--- src/rtl/float10_pkg.sv ---
// Float10 format constants, driver state encoding and fixed<->float10 conversions.
package float10_pkg;

    localparam int unsigned FIX_W    = 12;
    localparam int unsigned F10_W    = 10;
    localparam int unsigned SIGN_BIT = 9;
    localparam int unsigned EXP_MSB  = 8;
    localparam int unsigned EXP_LSB  = 5;
    localparam int unsigned EXP_W    = 4;
    localparam int unsigned MAN_W    = 5;
    localparam int unsigned BIAS     = 7;

    localparam logic [FIX_W-1:0] SAT_POS = 12'h7FF;
    localparam logic [FIX_W-1:0] SAT_NEG = 12'h800;

    typedef enum logic [2:0] {
        ST_IDLE,
        ST_CLEAR,
        ST_ENCODE,
        ST_KICK,
        ST_WAIT,
        ST_DECODE,
        ST_HOLD
    } drv_state_t;

    // Magnitudes below 1<<MAN_W have no full mantissa and flush to zero.
    function automatic logic [F10_W-1:0] f10_encode(input logic [FIX_W-1:0] x);
        logic [FIX_W-1:0] mag;
        logic [EXP_W-1:0] p;
        logic [MAN_W-1:0] man;
        logic [F10_W-1:0] res;
        mag = x[FIX_W-1] ? (~x + FIX_W'(1)) : x;
        p   = '0;
        for (int i = 0; i < int'(FIX_W); i++) begin
            if (mag[i]) p = EXP_W'(i);
        end
        man = '0;
        res = '0;
        if (mag >= FIX_W'(32)) begin
            man = MAN_W'(mag >> (32'(p) - MAN_W));
            res = {x[FIX_W-1], EXP_W'(32'(p) + BIAS - (FIX_W - 1)), man};
        end
        return res;
    endfunction

    function automatic logic [FIX_W-1:0] f10_decode(input logic [F10_W-1:0] f);
        logic [EXP_W-1:0] e;
        logic [23:0]      mag;
        logic [FIX_W-1:0] lo;
        logic [FIX_W-1:0] res;
        e   = f[EXP_MSB:EXP_LSB];
        mag = '0;
        if (e != '0) mag = 24'({1'b1, f[MAN_W-1:0]}) << (32'(e) + (FIX_W - 1) - BIAS - MAN_W);
        lo  = mag[FIX_W-1:0];
        if (e == '0)
            res = '0;
        else if (!f[SIGN_BIT])
            res = (mag > 24'(SAT_POS)) ? SAT_POS : lo;
        else
            res = (mag > 24'(SAT_NEG)) ? SAT_NEG : (~lo + FIX_W'(1));
        return res;
    endfunction

endpackage

--- src/rtl/float10_codec.sv ---
// Stateless fixed-point <-> float10 converter pair.
module float10_codec
    import float10_pkg::*;
(
    input  logic [FIX_W-1:0] i_fix,
    output logic [F10_W-1:0] o_f10_c,
    input  logic [F10_W-1:0] i_f10,
    output logic [FIX_W-1:0] o_fix_c
);

    assign o_f10_c = f10_encode(i_fix);
    assign o_fix_c = f10_decode(i_f10);

endmodule

--- src/rtl/fir_stream_driver.sv ---
// Stream front/back end for a float10 FIR: encode, start filter, await completion edge, decode.
module fir_stream_driver
    import float10_pkg::*;
#(
    parameter int unsigned TIMEOUT   = 1024,
    parameter int unsigned EN_CYCLES = 2
) (
    input  logic             i_clk_fast,
    input  logic             i_rst,
    input  logic [FIX_W-1:0] i_in_data,
    input  logic             i_in_valid,
    output logic             o_in_ready,
    input  logic             i_flush,
    output logic             o_fir_en,
    output logic             o_fir_clr,
    output logic [F10_W-1:0] o_fir_in,
    input  logic [F10_W-1:0] i_fir_out,
    input  logic             i_fir_out_avl,
    output logic [FIX_W-1:0] o_out_data,
    output logic             o_out_valid,
    input  logic             i_out_ready,
    output logic             o_timeout_err
);

    localparam int unsigned TO_W = (TIMEOUT > 1) ? $clog2(TIMEOUT) : 1;
    localparam int unsigned EN_W = (EN_CYCLES > 1) ? $clog2(EN_CYCLES) : 1;

    drv_state_t       r_state;
    logic [FIX_W-1:0] r_sample;
    logic [F10_W-1:0] r_fir_in;
    logic [F10_W-1:0] r_fir_out;
    logic [FIX_W-1:0] r_out_data;
    logic             r_in_ready;
    logic             r_out_valid;
    logic             r_fir_en;
    logic             r_fir_clr;
    logic             r_timeout_err;
    logic             r_armed;
    logic [TO_W-1:0]  r_to_cnt;
    logic [EN_W-1:0]  r_en_cnt;
    logic [F10_W-1:0] w_enc;
    logic [FIX_W-1:0] w_dec;

    float10_codec u_codec (
        .i_fix   (r_sample),
        .o_f10_c (w_enc),
        .i_f10   (r_fir_out),
        .o_fix_c (w_dec)
    );

    // Outputs are set on the transition into the state that owns them.
    always_ff @(posedge i_clk_fast) begin
        if (i_rst) begin
            r_state       <= ST_IDLE;
            r_sample      <= '0;
            r_fir_in      <= '0;
            r_fir_out     <= '0;
            r_out_data    <= '0;
            r_in_ready    <= 1'b1;
            r_out_valid   <= 1'b0;
            r_fir_en      <= 1'b0;
            r_fir_clr     <= 1'b0;
            r_timeout_err <= 1'b0;
            r_armed       <= 1'b0;
            r_to_cnt      <= '0;
            r_en_cnt      <= '0;
        end else begin
            case (r_state)
                ST_IDLE: begin
                    if (i_flush) begin
                        r_fir_clr  <= 1'b1;
                        r_in_ready <= 1'b0;
                        r_state    <= ST_CLEAR;
                    end else if (i_in_valid && r_in_ready) begin
                        r_sample   <= i_in_data;
                        r_in_ready <= 1'b0;
                        r_state    <= ST_ENCODE;
                    end
                end
                ST_CLEAR: begin
                    r_fir_clr  <= 1'b0;
                    r_in_ready <= 1'b1;
                    r_state    <= ST_IDLE;
                end
                ST_ENCODE: begin
                    r_fir_in <= w_enc;
                    r_fir_en <= 1'b1;
                    r_en_cnt <= '0;
                    r_state  <= ST_KICK;
                end
                ST_KICK: begin
                    r_to_cnt <= '0;
                    r_armed  <= 1'b0;
                    if (r_en_cnt == EN_W'(EN_CYCLES - 1)) begin
                        r_fir_en <= 1'b0;
                        r_state  <= ST_WAIT;
                    end else begin
                        r_en_cnt <= r_en_cnt + EN_W'(1);
                    end
                end
                // A stale high level must drop (arm) before a high counts as completion.
                ST_WAIT: begin
                    if (r_armed && i_fir_out_avl) begin
                        r_fir_out <= i_fir_out;
                        r_state   <= ST_DECODE;
                    end else if (r_to_cnt == TO_W'(TIMEOUT - 1)) begin
                        r_timeout_err <= 1'b1;
                        r_in_ready    <= 1'b1;
                        r_state       <= ST_IDLE;
                    end else begin
                        r_to_cnt <= r_to_cnt + TO_W'(1);
                        if (!i_fir_out_avl) r_armed <= 1'b1;
                    end
                end
                ST_DECODE: begin
                    r_out_data  <= w_dec;
                    r_out_valid <= 1'b1;
                    r_state     <= ST_HOLD;
                end
                ST_HOLD: begin
                    if (i_out_ready) begin
                        r_out_valid <= 1'b0;
                        r_in_ready  <= 1'b1;
                        r_state     <= ST_IDLE;
                    end
                end
                default: begin
                    r_fir_en    <= 1'b0;
                    r_fir_clr   <= 1'b0;
                    r_out_valid <= 1'b0;
                    r_in_ready  <= 1'b1;
                    r_state     <= ST_IDLE;
                end
            endcase
        end
    end

    assign o_in_ready    = r_in_ready;
    assign o_out_valid   = r_out_valid;
    assign o_fir_en      = r_fir_en;
    assign o_fir_clr     = r_fir_clr;
    assign o_fir_in      = r_fir_in;
    assign o_out_data    = r_out_data;
    assign o_timeout_err = r_timeout_err;

endmodule

--- config.mk ---
export PLATFORM = sky130hd
export DESIGN_NAME = fir_stream_driver
export DESIGN_NICKNAME = d
export VERILOG_FILES = /design/src/rtl/float10_pkg.sv /design/src/rtl/float10_codec.sv /design/src/rtl/fir_stream_driver.sv
export SDC_FILE = /design/constraint.sdc
export NUM_CORES = 1
export LEC_CHECK = 0
export ABC_AREA = 1
export BUFFER_PORTS_ARGS = -buffer_cell sky130_fd_sc_hd__buf_2
export CAP_MARGIN = 30
export CORE_MARGIN = 3
export CORE_UTILIZATION = 60
export DETAILED_ROUTE_END_ITERATION = 12
export PLACE_DENSITY = 0.87
export SLEW_MARGIN = 0
export SYNTH_ARGS = -nofsm -noshare
export SYNTH_HDL_FRONTEND = slang
export SYNTH_SLANG_ARGS = --single-unit
--- constraint.sdc ---
create_clock -name i_clk_fast -period 10.1 [get_ports i_clk_fast]
set_clock_uncertainty 0.2 [all_clocks]
set_input_delay 0 -clock i_clk_fast [delete_from_list [all_inputs] [get_ports i_clk_fast]]
set_output_delay 0 -clock i_clk_fast [all_outputs]
set_load 0.02 [all_outputs]
; Word level (Yosys, flattened, before mapping)
; Index checks and enable logic that the tools add are counted.
; W data, S select, Z words.
[op_classes]
bitwise = 8
n_addsub = 10
shift = 2
n_mul = 0
n_mux = 46
eq_ne = 16
div = 0
magnitude_cmp = 3
n_reduce_logical = 21
[ops]
columns = operator, count
row1 = $sub A32 B3 Y32 const B, 2
row2 = $mux W12, 5
row3 = $shl A6 B32 Y24, 1
row4 = $shr A12 B32 Y5, 1
row5 = $mux W10, 3
row6 = $mux W3, 10
row7 = $add A12 B1 Y12 const B, 2
row8 = $gt A24 B11 Y1 const B, 1
row9 = $gt A24 B12 Y1 const B, 1
row10 = $mux W24, 1
row11 = $not A12 Y12, 2
row12 = $pmux W10 S2, 1
row13 = $pmux W3 S6, 1
row14 = $mux W4, 4
row15 = $reduce_or A5 Y1, 3
row16 = $ne A2 B2 Y1 const B, 7
row17 = $mux W1, 13
row18 = $ge A12 B6 Y1 const B, 1
row19 = $add A10 B1 Y10 const B, 1
row20 = $eq A10 B10 Y1 const B, 1
row21 = $eq A3 B3 Y1 const B, 3
row22 = $reduce_and A3 Y1, 3
row23 = $reduce_and A2 Y1, 4
row24 = $reduce_and A4 Y1, 2
row25 = other kinds (20), 33
[totals]
ram_bits = 0
latch_bits = 0
in_bits = 28
output_inout_bits = 27
mem_count = 0
mem_bits_ro = 0
register_bits = 64
word_cells = 119

; Longest topological paths before layout
[depth]
ltp_word = 17
depth_mapped = 31
mapped_depth_nobuf = 30

; By module
; A second synthesis with hierarchy kept.
[hier_totals]
hier_cells = 815
area_unflattened_um2 = 4847.1
[by_module_without_submodules]
columns = mod, cells_per_inst, area_per_inst_um2, instances
row1 = fir_stream_driver, 376, 2735.1, 1
row2 = float10_codec, 439, 2112.0, 1

; Worst setup path before layout
; Ideal clock, no wire load.
[synth_path]
path_kind = flip-flop to flip-flop
startpoint = reg r_fir_out[5]
endpoint = reg r_out_data[6] (netlist: o_out_data[6])
stages_incl_launch_ff = 26
slack_ps = 6591
arrival_time_ps = 3177
cell_sequence = dfxtp_1 > clkbuf_1 > inv_1 > ha_1 > inv_1 > nand2_2 > nand2_2 > buf_2 > ha_1 > inv_1 > ha_1 > inv_1 > buf_2 > nand4_2 > nor2_1 > nand2_2 > ha_1 > nand2_1 > nor2_2 > nand3_1 > nand2_1 > xor2_1 > inv_1 > nand2_1 > nand3_1 > a21oi_1
[synth_between]
elab_chain_len = 10
[synth_lines]
columns = element, line
row1 = start: declaration, fir_stream_driver.sv:31  ; logic [F10_W-1:0] r_fir_out;
row2 = start signal: assignment, fir_stream_driver.sv:104  ; r_fir_out <= i_fir_out;
row3 = branches (longest 9 deep; another with $sub A32 B3 Y32), -
row4 = $mux W12 (*), float10_pkg.sv:55  ; if (e == '0)
row5 = end signal: assignment, fir_stream_driver.sv:116  ; r_out_data <= w_dec;
row6 = end: declaration, fir_stream_driver.sv:32  ; logic [FIX_W-1:0] r_out_data;
; Every way passes the cells marked *.
; A chain may end at the register's enable or synchronous reset.

; Worst setup path after layout
; Same ends and word-level chain as after synthesis.

==> results.json <==
{
  "crit_fanout": 16,
  "slew_headroom_pct": 40.02,
  "io_buffers": 54,
  "fin_crit_sh_pct": 40.95,
  "p_per_area_mw_per_mm2": 235.1,
  "arrival_ns": 4.14,
  "holdPathEnd": "r_state[1]$_SDFFE_PP0P_",
  "finalWirelength_mm": 11.53,
  "critPathCaptureType": "flip-flop",
  "syn2layout_area_growth_pct": 16.48,
  "rsz0062_at_grt": "no",
  "final_common_cell": "nand2_1",
  "outcome": "complete, no violations",
  "cts-root-buf": "clkbuf_8",
  "crit_required_ns": 10.11,
  "synthFlopType": "dfxtp_1",
  "dpl.hpwl_mm": 8.064,
  "routedWlPerCell_microns": 13.42,
  "clock-sinks": 64,
  "num_rows": 30,
  "synth_nets": 729,
  "yosys_warnings": 0,
  "syn_avg_cell_area_sq_um": 6.372,
  "yosysUniqueCellTypes": 48,
  "vias_per_cell": 5.476,
  "cts_tree": "yes",
  "drc": 0,
  "antenna_found_initial": 0,
  "vias": 4704,
  "start_util_pct": 63.32,
  "crit_path_start_kind": "flip-flop",
  "htree_levels": 3,
  "worst_slew_pin_slew_ns": 0.8929,
  "ys_seq_elements": 64,
  "worstSetupPathType": "reg2reg",
  "hold_start": "i_flush",
  "fp.dieW_microns": 91.60,
  "ys_seq_area_share_pct": 29.14,
  "synth_enable_flop_cells": 0,
  "p_total_w": 0.001204,
  "nNetsFinal": 798,
  "grt_pass1_wl_mm": 19.21,
  "fillers": 563,
  "track_usage_pct": 27.59,
  "setup_ws_ns": 5.965,
  "num_io_pins": 55,
  "max_stage_delay_ns": 0.62,
  "syn_inst": 690,
  "vdd_drop_max_v": 0.0001750,
  "post-place-ws_ns": 6.029,
  "place_congestion": 0.9350,
  "reg2reg_from": "r_fir_out[5]$_SDFFE_PP0P_",
  "hold_class": "in2reg",
  "drtIter0Drc": 359,
  "die_h_microns": 91.60,
  "synth_area_sq_mm": 0.004397,
  "final_hold_viol_count": 0,
  "fin_crit_ns": 4.135,
  "postSynth.asyncResetShare_pct": 0,
  "slew_viol_final": 0,
  "r2r_end": "o_out_data[6]$_SDFFE_PP0P_",
  "mostFrequentLayoutCells": "nand2_1 (185), inv_1 (88), nand3_1 (77)",
  "setup-tns-final_ns": 0,
  "p_leak_nw": 2.467,
  "numCtsBuffers": 9,
  "grt_pass1_vias": 4323,
  "clock.fmax_mhz": 241.8,
  "critPathTopFamily": "simple AND/OR/NAND/NOR gates",
  "core_region_area_sq_mm": 0.006944,
  "drive_above_1_share_pct": 14.81,
  "die-area_sq_mm": 0.008391,
  "setup_viol": 0,
  "worstPathBufferInverterCount": 4,
  "worstPathCellList": "inv_1 > ha_1 > inv_1 > nand2_2 > nand2_2 > ha_1 > inv_1 > ha_1 > nand3_2 > nor2_1 > nand2_1 > ha_1 > nand2_1 > nor2_2 > nand3_1 > nand2_1 > xor2_1 > inv_1 > nand2_1 > nand3_1 > a21oi_1",
  "grt_max_degree": 27,
  "cts_resized": 0,
  "final_util_pct": 73.75,
  "grt_overflow": 0,
  "clk-insertion-delay-late_ns": 0.34,
  "first_pass_iters": 5,
  "diodes": 0,
  "antenna_left": 0,
  "whs_path_depth": 6,
  "rr_worst_depth": 21,
  "cap_violations": 0,
  "crit_slowest_cell": "nor2_1",
  "cts_buffer_depth": 2,
  "r2r_slack_ns": 5.96,
  "clk_pin_slew_worst_paths_ns": 0.07
}
==> how the worst max path moves through the flow <==
stage	endpoint	slack, ns	cells after the start	start
floorplan	o_out_data[6]$_SDFFE_PP0P_	6.59	25	r_fir_out[5]$_SDFFE_PP0P_
global placement	o_out_data[6]$_SDFFE_PP0P_	6.23	21	r_fir_out[5]$_SDFFE_PP0P_
detailed placement	o_out_data[6]$_SDFFE_PP0P_	6.03	21	r_fir_out[5]$_SDFFE_PP0P_
global route	o_out_data[8]$_SDFFE_PP0P_	5.51	21	r_fir_out[5]$_SDFFE_PP0P_
CTS	o_out_data[6]$_SDFFE_PP0P_	6.00	21	r_fir_out[5]$_SDFFE_PP0P_
finish	o_out_data[6]$_SDFFE_PP0P_	5.96	21	r_fir_out[5]$_SDFFE_PP0P_
==> worst reg2reg max path, delay by kind of cell, from the launching register on <==
family / cells / cell delay (ns)
and+or+nand+nor: 11 / 1.65
adders and majority gates: 4 / 1.05
DFF: 1 / 0.50
buffers and inverters: 4 / 0.38
xor gates and xnor gates: 1 / 0.15
AOI/OAI and AO/OA: 1 / 0.07
==> metal layers <==
metal / up-vias / GRT usage [%] / share of wire (%)
met2: 203 / 44.55 / 44
met1: 2064 / 35.93 / 45
met3: 47 / 5.468 / 7.0
met4: 0 / 11.06 / 3.8
met5: - / 0 / 0
li1: 2390 / - / -
==> power breakdown <==
| part | switching [W] | leakage (nW) | internal, W |
|---|---|---|---|
| clock | 0.000103 | 0.0948 | 0.000112 |
| sequential | 0.0000288 | 0.519 | 0.000287 |
| combinational | 0.000451 | 1.85 | 0.000223 |
==> registers in the layout, indices dropped and copies added (netlist names) <==
name	flops
r_fir_out	10
o_fir_in	10
r_en_cnt	1
o_out_valid	1
o_fir_clr	1
r_state	3
r_armed	1
o_fir_en	1
o_out_data	12
r_sample	12
r_to_cnt	10
o_in_ready	1
o_timeout_err	1
==> cell type report <==
class                           instances  area [sq um]  area share, %
Clock inverter                          6         61.31          1.197
Timing Repair Buffer                   80         530.5          10.36
Multi-Input combinational cell        508          2644          51.62
Clock buffer                            9         123.9          2.419
Inverter                               96         360.3          7.036
Tap cell                               96         120.1          2.345
Sequential cell                        64          1281          25.02
==> cells in the mapped netlist, types with 2 or more instances <==
cell	number	area, sq um
xor2_1	12	105.1
dfxtp_1	64	1281
nand2_2	7	43.79
nor2_1	44	165.2
nand3b_1	4	30.03
inv_2	7	26.28
nor3_2	2	20.02
xnor2_1	2	17.52
nand4_2	4	50.05
ha_1	11	137.6
nand2_1	185	694.4
nand4_1	15	93.84
buf_6	2	22.52
o21ai_0	42	210.2
nand3_1	77	385.4
nor2_2	5	31.28
o21ai_1	6	30.03
nor3_1	8	40.04
a21oi_1	49	245.2
clkbuf_1	10	37.54
o31ai_1	2	15.01
nand3_2	8	80.08
nand2_4	3	33.78
buf_2	8	40.04
o21bai_1	2	15.01
nor3b_1	2	15.01
inv_1	88	330.3
==> cells by family (layout without fill, tap and decap cells) <==
family	Yosys count	count (layout)	synth area share, %
adder cells (fa/ha/maj)	11	11	3.130
flip-flops	64	64	29.14
AO/OA/AOI/OAI	114	114	14.66
AND/OR/NAND/NOR	368	368	39.19
XOR/XNOR	15	15	3.159
buffers and inverters	118	191	10.73
==> what timing repair did <==
item                                   4_1_cts  5_1_grt
hold buffers                                26        0
endpoints found under the hold margin       43        0
buffers inserted                             0        0
==> metrics by stage <==
step | hold slack [ns] | instances | instance area [sq um]
after detailed placement | 0.08638 | 818 | 4676
after floorplan | -0.1003 | 690 | 4397
after global placement | 0.07696 | 818 | 4676
after CTS | 0.03485 | 859 | 5121
final | 0.05488 | 859 | 5121
after global routing | 0.08626 | 859 | 5121
Power figures use the tool's default switching activity.
